**src/rtl/pm_sweep_scheduler_if.sv**
```systemverilog
// APB master port and result stream of the process-monitor sweep scheduler.
// The scheduler connects through the master modport; the controller/consumer side uses slave.
interface pm_sweep_scheduler_if;
    logic [4:0]  m_paddr;
    logic        m_psel;
    logic        m_penable;
    logic        m_pwrite;
    logic [31:0] m_pwdata;
    logic [31:0] m_prdata;
    logic        m_pready;
    logic        m_pslverr;
    logic        res_valid;
    logic        res_ready;
    logic [5:0]  res_sensor;
    logic [31:0] res_data;
    logic        res_err;

    modport master (
        output m_paddr, m_psel, m_penable, m_pwrite, m_pwdata,
        input  m_prdata, m_pready, m_pslverr,
        output res_valid, res_sensor, res_data, res_err,
        input  res_ready
    );

    modport slave (
        input  m_paddr, m_psel, m_penable, m_pwrite, m_pwdata,
        output m_prdata, m_pready, m_pslverr,
        input  res_valid, res_sensor, res_data, res_err,
        output res_ready
    );
endinterface

```
**src/rtl/pm_sweep_scheduler.sv**
```systemverilog
// Autonomous sweep sequencer: drives the process-monitor controller over APB, one sensor
// at a time, and streams each sensor's status word (or an error marker) on a valid/ready port.
module pm_sweep_scheduler #(
    parameter int NSENS   = 4,
    parameter int TIMEOUT = 65535
) (
    input  logic                 clk,
    input  logic                 rst,
    input  logic                 enable,
    input  logic [NSENS-1:0]     sens_mask,
    input  logic [31:0]          ref_count,
    input  logic [15:0]          interval,
    input  logic                 dataready,
    output logic                 busy,
    output logic                 sweep_done,
    pm_sweep_scheduler_if.master bus
);
    localparam int              WD_W   = $clog2(TIMEOUT + 1);
    localparam logic [WD_W-1:0] WD_MAX = WD_W'(TIMEOUT);

    typedef enum logic [3:0] {
        IDLE, SELECT, WREF, WCTL, ARM, WAIT, RD, PUSH, GAP
    } state_t;

    state_t           state_q, state_d;
    logic [NSENS-1:0] mask_q, mask_d;
    logic [31:0]      ref_q, ref_d;
    logic [5:0]       idx_q, idx_d;
    logic             err_q, err_d;
    logic             acc_q, acc_d;
    logic [WD_W-1:0]  wd_q, wd_d;
    logic [15:0]      gap_q, gap_d;
    logic [31:0]      data_q, data_d;
    logic             dr_meta_q, dr_s_q;

    logic             found;
    logic [5:0]       hit;
    logic             apb_done;
    logic             apb_err;

    // Lowest pending sensor at or above the current index; loop runs high-to-low so the lowest wins.
    always_comb begin
        found = 1'b0;
        hit   = '0;
        for (int i = NSENS - 1; i >= 0; i--) begin
            if (mask_q[i] && (6'(i) >= idx_q)) begin
                found = 1'b1;
                hit   = 6'(i);
            end
        end
    end

    assign apb_done = acc_q && bus.m_pready;
    assign apb_err  = apb_done && bus.m_pslverr;
    assign busy     = (state_q != IDLE);

    always_comb begin
        state_d        = state_q;
        mask_d         = mask_q;
        ref_d          = ref_q;
        idx_d          = idx_q;
        err_d          = err_q;
        acc_d          = acc_q;
        wd_d           = wd_q;
        gap_d          = gap_q;
        data_d         = data_q;
        sweep_done     = 1'b0;
        bus.m_psel     = 1'b0;
        bus.m_penable  = 1'b0;
        bus.m_pwrite   = 1'b0;
        bus.m_paddr    = 5'h00;
        bus.m_pwdata   = 32'h0;
        bus.res_valid  = 1'b0;
        bus.res_sensor = 6'h0;
        bus.res_data   = 32'h0;
        bus.res_err    = 1'b0;

        case (state_q)
            IDLE: begin
                if (enable) begin
                    mask_d  = sens_mask;
                    ref_d   = ref_count;
                    idx_d   = '0;
                    state_d = SELECT;
                end
            end
            SELECT: begin
                if (!enable) begin
                    state_d = IDLE;
                end else if (found) begin
                    idx_d   = hit;
                    mask_d  = mask_q & ~(NSENS'(1) << hit);
                    state_d = WREF;
                end else begin
                    sweep_done = 1'b1;
                    gap_d      = interval;
                    state_d    = GAP;
                end
            end
            WREF, WCTL, RD: begin
                // Address/data are pure functions of the state, so they hold for the whole transfer.
                bus.m_psel    = 1'b1;
                bus.m_penable = acc_q;
                acc_d         = !apb_done;
                if (state_q == WREF) begin
                    bus.m_pwrite = 1'b1;
                    bus.m_paddr  = 5'h08;
                    bus.m_pwdata = ref_q;
                end else if (state_q == WCTL) begin
                    bus.m_pwrite = 1'b1;
                    bus.m_paddr  = 5'h04;
                    bus.m_pwdata = {16'h0, 1'b1, 9'h0, idx_q};
                end else begin
                    bus.m_paddr  = 5'h0C;
                end
                if (apb_err) begin
                    err_d   = 1'b1;
                    data_d  = 32'h0;
                    state_d = PUSH;
                end else if (apb_done) begin
                    case (state_q)
                        WREF:    state_d = WCTL;
                        WCTL: begin
                            wd_d    = '0;
                            state_d = ARM;
                        end
                        default: begin
                            data_d  = bus.m_prdata;
                            state_d = PUSH;
                        end
                    endcase
                end
            end
            ARM, WAIT: begin
                // ARM waits out the previous measurement's stale done flag before WAIT looks for a new one.
                if (wd_q == WD_MAX) begin
                    err_d   = 1'b1;
                    data_d  = 32'h0;
                    state_d = PUSH;
                end else begin
                    wd_d = wd_q + WD_W'(1);
                    if (state_q == ARM && !dr_s_q) begin
                        state_d = WAIT;
                    end else if (state_q == WAIT && dr_s_q) begin
                        state_d = RD;
                    end
                end
            end
            PUSH: begin
                bus.res_valid  = 1'b1;
                bus.res_sensor = idx_q;
                bus.res_data   = data_q;
                bus.res_err    = err_q;
                if (bus.res_ready) begin
                    err_d   = 1'b0;
                    state_d = enable ? SELECT : IDLE;
                end
            end
            GAP: begin
                if (!enable || gap_q == 16'd0) begin
                    state_d = IDLE;
                end else begin
                    gap_d = gap_q - 16'd1;
                end
            end
            default: state_d = IDLE;
        endcase
    end

    always_ff @(posedge clk or posedge rst) begin
        if (rst) begin
            state_q   <= IDLE;
            mask_q    <= '0;
            ref_q     <= '0;
            idx_q     <= '0;
            err_q     <= 1'b0;
            acc_q     <= 1'b0;
            wd_q      <= '0;
            gap_q     <= '0;
            data_q    <= '0;
            dr_meta_q <= 1'b0;
            dr_s_q    <= 1'b0;
        end else begin
            state_q   <= state_d;
            mask_q    <= mask_d;
            ref_q     <= ref_d;
            idx_q     <= idx_d;
            err_q     <= err_d;
            acc_q     <= acc_d;
            wd_q      <= wd_d;
            gap_q     <= gap_d;
            data_q    <= data_d;
            dr_meta_q <= dataready;
            dr_s_q    <= dr_meta_q;
        end
    end
endmodule

```
**src/flat_wrapper.sv**
```systemverilog
// flat-port wrapper written by rule: the top's interface ports become plain ports
module pm_sweep_scheduler_flat 
#(
    parameter int NSENS   = 4,
    parameter int TIMEOUT = 65535
)
  (clk, rst, enable, sens_mask, ref_count, interval, dataready, busy, sweep_done, bus_m_paddr, bus_m_psel, bus_m_penable, bus_m_pwrite, bus_m_pwdata, bus_m_prdata, bus_m_pready, bus_m_pslverr, bus_res_valid, bus_res_sensor, bus_res_data, bus_res_err, bus_res_ready);
  pm_sweep_scheduler_if bus_i ();
  input  logic clk;
  input  logic rst;
  input  logic enable;
  input  logic [NSENS-1:0] sens_mask;
  input  logic [31:0] ref_count;
  input  logic [15:0] interval;
  input  logic dataready;
  output logic busy;
  output logic sweep_done;
  output wire logic [$bits(bus_i.m_paddr)-1:0] bus_m_paddr;
  output wire logic [$bits(bus_i.m_psel)-1:0] bus_m_psel;
  output wire logic [$bits(bus_i.m_penable)-1:0] bus_m_penable;
  output wire logic [$bits(bus_i.m_pwrite)-1:0] bus_m_pwrite;
  output wire logic [$bits(bus_i.m_pwdata)-1:0] bus_m_pwdata;
  input wire logic [$bits(bus_i.m_prdata)-1:0] bus_m_prdata;
  input wire logic [$bits(bus_i.m_pready)-1:0] bus_m_pready;
  input wire logic [$bits(bus_i.m_pslverr)-1:0] bus_m_pslverr;
  output wire logic [$bits(bus_i.res_valid)-1:0] bus_res_valid;
  output wire logic [$bits(bus_i.res_sensor)-1:0] bus_res_sensor;
  output wire logic [$bits(bus_i.res_data)-1:0] bus_res_data;
  output wire logic [$bits(bus_i.res_err)-1:0] bus_res_err;
  input wire logic [$bits(bus_i.res_ready)-1:0] bus_res_ready;
  assign bus_m_paddr = bus_i.m_paddr;
  assign bus_m_psel = bus_i.m_psel;
  assign bus_m_penable = bus_i.m_penable;
  assign bus_m_pwrite = bus_i.m_pwrite;
  assign bus_m_pwdata = bus_i.m_pwdata;
  assign bus_i.m_prdata = bus_m_prdata;
  assign bus_i.m_pready = bus_m_pready;
  assign bus_i.m_pslverr = bus_m_pslverr;
  assign bus_res_valid = bus_i.res_valid;
  assign bus_res_sensor = bus_i.res_sensor;
  assign bus_res_data = bus_i.res_data;
  assign bus_res_err = bus_i.res_err;
  assign bus_i.res_ready = bus_res_ready;
  pm_sweep_scheduler #(.NSENS(NSENS), .TIMEOUT(TIMEOUT)) u_core (.clk(clk), .rst(rst), .enable(enable), .sens_mask(sens_mask), .ref_count(ref_count), .interval(interval), .dataready(dataready), .busy(busy), .sweep_done(sweep_done), .bus(bus_i));
endmodule
```
**config.mk**
```make
export PLATFORM = sky130hd
export DESIGN_NAME = pm_sweep_scheduler_flat
export DESIGN_NICKNAME = d
export VERILOG_FILES = /design/src/rtl/pm_sweep_scheduler_if.sv /design/src/rtl/pm_sweep_scheduler.sv /design/src/flat_wrapper.sv
export SDC_FILE = /design/constraint.sdc
export NUM_CORES = 1
export LEC_CHECK = 0
export CORE_MARGIN = 2
export CORE_UTILIZATION = 29
export CTS_CLUSTER_SIZE = 10
export DETAILED_ROUTE_END_ITERATION = 10
export GPL_ROUTABILITY_DRIVEN = 0
export PLACE_DENSITY = 0.65
export RECOVER_POWER = 100
export SKIP_LAST_GASP = 1
export SLEW_MARGIN = 25
export SYNTH_ARGS = -nofsm -noshare
export SYNTH_HDL_FRONTEND = slang
export SYNTH_SLANG_ARGS = --single-unit
```
**constraint.sdc**
```tcl
create_clock -name clk -period 3.4 [get_ports clk]
set_input_delay 0.51 -clock clk [delete_from_list [all_inputs] [get_ports clk]]
set_output_delay 0.51 -clock clk [all_outputs]
set_load 0.01 [all_outputs]
```
### Word-level counts from Yosys, hierarchy flattened

Cells that the tools add are included.

| storage, ports and cells | value |
|---|---|
| word-level logic and storage cells | 139 |
| input bits | 91 |
| register bits after elaboration | 114 |

| operators by class | value |
|---|---|
| bitwise gates (word level) | 2 |
| reductions and logical operators | 29 |
| muxes and demuxes | 65 |
| shift-type cells | 1 |
| $add $sub $neg | 2 |
| eq/ne operators | 25 |
| magnitude comparators | 4 |

Operator list:

| cell | number |
|---|---|
| 32-bit two-way mux | 7 |
| 16-bit two-way mux | 8 |
| 16-bit case mux with 2 select lines | 2 |
| 32-bit case mux with 2 select lines | 1 |
| 4-bit two-way mux | 14 |
| 6-bit two-way mux | 4 |
| 4-bit case mux with 6 select lines | 1 |
| 1-bit two-way mux | 18 |
| 16-bit by 1-bit adder with 16-bit output (second input constant) | 1 |
| 16-bit == test (second input constant) | 1 |
| 4-bit by 3-bit == test with 1-bit output (second input constant) | 4 |
| 16-bit logical NOT | 1 |
| 4-bit AND reduction | 4 |
| 16-bit by 1-bit subtractor with 16-bit output (second input constant) | 1 |
| 2-bit != test (second input constant) | 7 |
| 1-bit by 6-bit >= comparator with 1-bit output (first input constant) | 2 |
| 2-bit by 6-bit >= comparator with 1-bit output (first input constant) | 2 |
| 2-bit by 1-bit != test with 1-bit output (second input constant) | 6 |
| 6-bit case mux with 2 select lines | 1 |
| 5-bit two-way mux | 2 |
| 5-bit AND reduction | 2 |
| 4-bit by 2-bit == test with 1-bit output (second input constant) | 2 |
| 1-bit logical AND | 8 |
| 2-bit two-way mux | 4 |
| other kinds (20) | 25 |

### Longest topological paths before layout

| logic depth | value |
|---|---|
| depth in word-level cells | 12 |
| gate-level depth with buffers | 9 |
| depth with buffers taken out | 7 |

### Worst setup path before layout

OpenSTA, ideal clock, no wires.

| timing | value |
|---|---|
| path type | flip-flop to flip-flop |
| from | register u_core.gap_q[10] |
| to | register u_core.gap_q[12] |
| setup slack | 1.030 ns |
| cell stages (with the launch flop) | 8 |
| arrival | 2.276 ns |
| buffers on the path | 1 |
| library setup time | 0.094 ns |
| path through | dfrtp_1 > or4_4 > or4_4 > o311a_1 > buf_6 > nor2_8 > inv_6 > a221oi_2 |

| between the ends | value |
|---|---|
| cells in the longest elaborated chain, start to end | 4 |
| elaborated cells between the ends (all ways) | 7 |

Ends and longest elaborated chain:

| what | line | RTL |
|---|---|---|
| from (decl) | pm_sweep_scheduler.sv:32 | `logic [15:0] gap_q, gap_d;` |
| from (signal assigned) | pm_sweep_scheduler.sv:191 | `gap_q <= gap_d;` |
| parallel branches: the longest is 4 deep, another holds 16-bit by 1-bit subtractor with 16-bit output | - |  |

Several ways; the timed one is not identified. The select of a mux whose other input is x is not followed.
A chain may end at the register's enable or synchronous reset.

### Worst setup path in the final report

Same ends and word-level chain as after synthesis.

==> impl_metrics.json <==
{
  "startpoint_type": "flop",
  "vias_per_cell": 4.78,
  "route.vias.total": 5425,
  "regArea_um2": 2750,
  "route.detailed.drc": 0,
  "synth_cell_types": 62,
  "syn2layout_area_growth_pct": 37.9,
  "hp-start": "u_core.dr_meta_q",
  "hold_viol": 0,
  "worstSkewPairLatency_ns": 0.35,
  "n_fill_cell": 2039,
  "mostFrequentLayoutCells": "nand2_1, clkdlybuf4s50_1, dfrtp_1, and2_1, o21ai_0",
  "layout-drive-gt1-share_pct": 4.97,
  "clock_sinks": 110,
  "drt_iter0_drc": 264,
  "antenna_found_initial": 0,
  "p_clk_share_pct": 21.0,
  "violations": "max-capacitance violations, max-slew violations",
  "cts_buffers": 9,
  "grt_pass1_wl_mm": 26.5,
  "r2r_setup_slack_ns": 0.25,
  "avgRoutedWirePerCell_um": 13.8,
  "post-route-period-util_pct": 92.6,
  "synth_area_um2": 5890,
  "synth_area_leaders": "dfrtp_1, nand2_1, and2_1",
  "die_area_um2": 21500,
  "grt_pass1_vias": 5205,
  "syn_area_per_cell_um2": 8.31,
  "tightest_slew_ns": 1.51,
  "startpoint": "u_core.gap_q[10]",
  "multi_input_area_um2": 2860,
  "cp.depth": 6,
  "slowest_delay_ns": 0.66,
  "comb_power_share_pct": 40.9,
  "fin_setup_tns_ns": 0,
  "synth_cells": 709,
  "met2_length_mm": 7.16,
  "fin_skew_ns": 0.00601,
  "final_common_cell": "nand2_1",
  "start_util_pct": 29.3,
  "worst-path-buf-inv": 1,
  "rsz0062_at_grt": "false",
  "grt_overflow_total": 0,
  "period_minus_slack_ns": 3.15,
  "yosys_warnings": 0,
  "die_x_um": 147,
  "synth_area_leader_cell": "dfrtp_1",
  "htreeDepth": 3,
  "share_seq_of_total_power_pct": 38.1,
  "place_hpwl_mm": 10.9,
  "nNetsFinal": 955,
  "vdd_drop_max_v": 0.000327,
  "path_cells": "or4_1, or4_1, o311a_1, nor2_1, inv_6, a221oi_2",
  "core_um2": 20100,
  "synthArstFlopShare_pct": 100,
  "holdPathEnd": "u_core.dr_s_q",
  "cap_violations": 1,
  "synth_edf_count": 0,
  "hold_depth": 0,
  "met1_length_mm": 7.56,
  "hp-class": "reg -> reg",
  "crit_required_ns": 3.67,
  "fmax_mhz": 318,
  "synthFlopType": "dfrtp_1",
  "io_pins": 173,
  "port_buffers": 165,
  "die_y_um": 147,
  "switching_share_pct": 38.5,
  "ant_nets": 0,
  "synth_seq_area_share_pct": 46.7,
  "diodes": 0,
  "finalSetupViolCount": 0,
  "grt_max_degree": 79,
  "dp_cells": 1120,
  "cp-end-kind": "flop",
  "r2r-start": "u_core.gap_q[10]",
  "wl_met3_um": 757,
  "hold_buffers": 0,
  "r2r_end": "u_core.gap_q[12]",
  "grt_usage_pct": 15.0,
  "fin_total_pwr_uw": 5530,
  "p_sw_uw": 2130,
  "max_slew_margin_pct": -0.492,
  "fin_cells": 1136,
  "fin_util_pct": 40.4,
  "post_cts_resized": 0,
  "cp_max_fo": 10,
  "r2r.worst_path.cells": 6,
  "post-cts-setup-buffer-count": 0,
  "power_density_nw_per_um2": 681,
  "root_buffer": "clkbuf_16",
  "ys_ff_latch": 110,
  "cpLargestDelayFamily": "simple AND/OR/NAND/NOR gates",
  "status": "complete, but fails checks",
  "clk_path_buf_depth": 2,
  "wl_mm": 15.7,
  "dr.pass1.iters": 4,
  "highest_layer": "met4",
  "worstPathArrival_ns": 3.41,
  "cp_slowest_cell": "nor2_1",
  "cts_tree": "yes",
  "synth_top_area_share_pct": 46.7,
  "intPower_uw": 3400,
  "crit_top_cell": "or4_1",
  "path_clk_slew_ns": 0.07,
  "p_leak_uw": 0.00361,
  "num_rows": 52,
  "worst-setup-path-type": "reg -> reg",
  "maxSlewViolCount": 33
}
==> state kept, by name (all words and copies together), names as in the netlist <==
signal	cells
u_core.wd_q	16
u_core.data_q	32
u_core.err_q	1
u_core.idx_q	2
u_core.state_q	4
u_core.dr_s_q	1
u_core.mask_q	4
u_core.dr_meta_q	1
u_core.ref_q	32
u_core.acc_q	1
u_core.gap_q	16
==> synthesized netlist by cell type (all sizes together), types with 5 or more instances <==
library cell,number
nand2,192
or4,9
or3,7
o22ai,8
buf,12
inv,18
nand3,15
o21ai,53
clkbuf,36
dfrtp,110
a31oi,7
o211ai,6
a21oi,30
nor4,7
nand4,6
o31ai,6
and3,7
nor2,36
nor3,15
mux2i,5
and2,65
==> worst max-delay path by stage <==
stage | to | slack (ns)
floorplan | u_core.gap_q[12] | 1.03
global placement | sweep_done | 0.67
detailed placement | u_core.wd_q[8] | 0.65
CTS | bus_res_sensor[1] | 0.38
global route | u_core.gap_q[12] | 0.14
finish | u_core.gap_q[12] | 0.25
==> worst register-to-register path: stages, from the launching register on <==
cell	delay, ns
dfrtp_1	0.42
or4_1	0.57
or4_1	0.51
o311a_1	0.52
nor2_1	0.66
inv_6	0.11
a221oi_2	0.27
==> layer usage <==
metal / vias up / global-route usage (%)
met2: 141 / 23.7
met1: 2546 / 20.8
met3: 18 / 2.75
met4: 0 / 4.85
li1: 2720 / -
met5: - / 0
==> power by group through the flow <==
stage | combinational, µW | sequential, µW | clock (µW)
after detailed placement | 2370 | 2130 | 0
after CTS | 2380 | 2110 | 1200
after floorplan | 1570 | 2010 | 0
after global routing | 2570 | 2180 | 1260
final | 2260 | 2110 | 1160
after global placement | 2330 | 2120 | 0
==> metrics by stage <==
step | hold slack, ns | setup slack [ns] | area, µm²
2_1_floorplan | 0.331 | 1.03 | 5920
3_3_place_gp | 0.336 | 0.668 | 7850
3_5_place_dp | 0.337 | 0.653 | 7850
4_1_cts | 0.357 | 0.378 | 8180
5_1_grt | 0.363 | 0.137 | 8120
6_report | 0.353 | 0.252 | 8120
==> cell type report <==
class	instances	share of cell area, %
sequential	110	33.9
clock buffer	10	2.94
timing repair buffer	183	21.8
clock inverter	6	1.05
inverter	18	0.909
tap	270	4.16
multi-input combinational	539	35.2
==> cells by family (layout without fill, tap and decap cells) <==
logic type / count (synthesis) / in the layout / synth area share [%]
xor+xnor: 2 / 2 / 0.297
simple gates: 371 / 371 / 30.2
compound gates: 149 / 149 / 16.0
other cells: 1 / 7 / 0.0637
buf+inv: 66 / 217 / 4.89
fa+ha+maj: 3 / 3 / 0.637
flops: 110 / 110 / 46.7
mux: 7 / 7 / 1.23
Note: power is estimated with default switching activity, not from simulation.
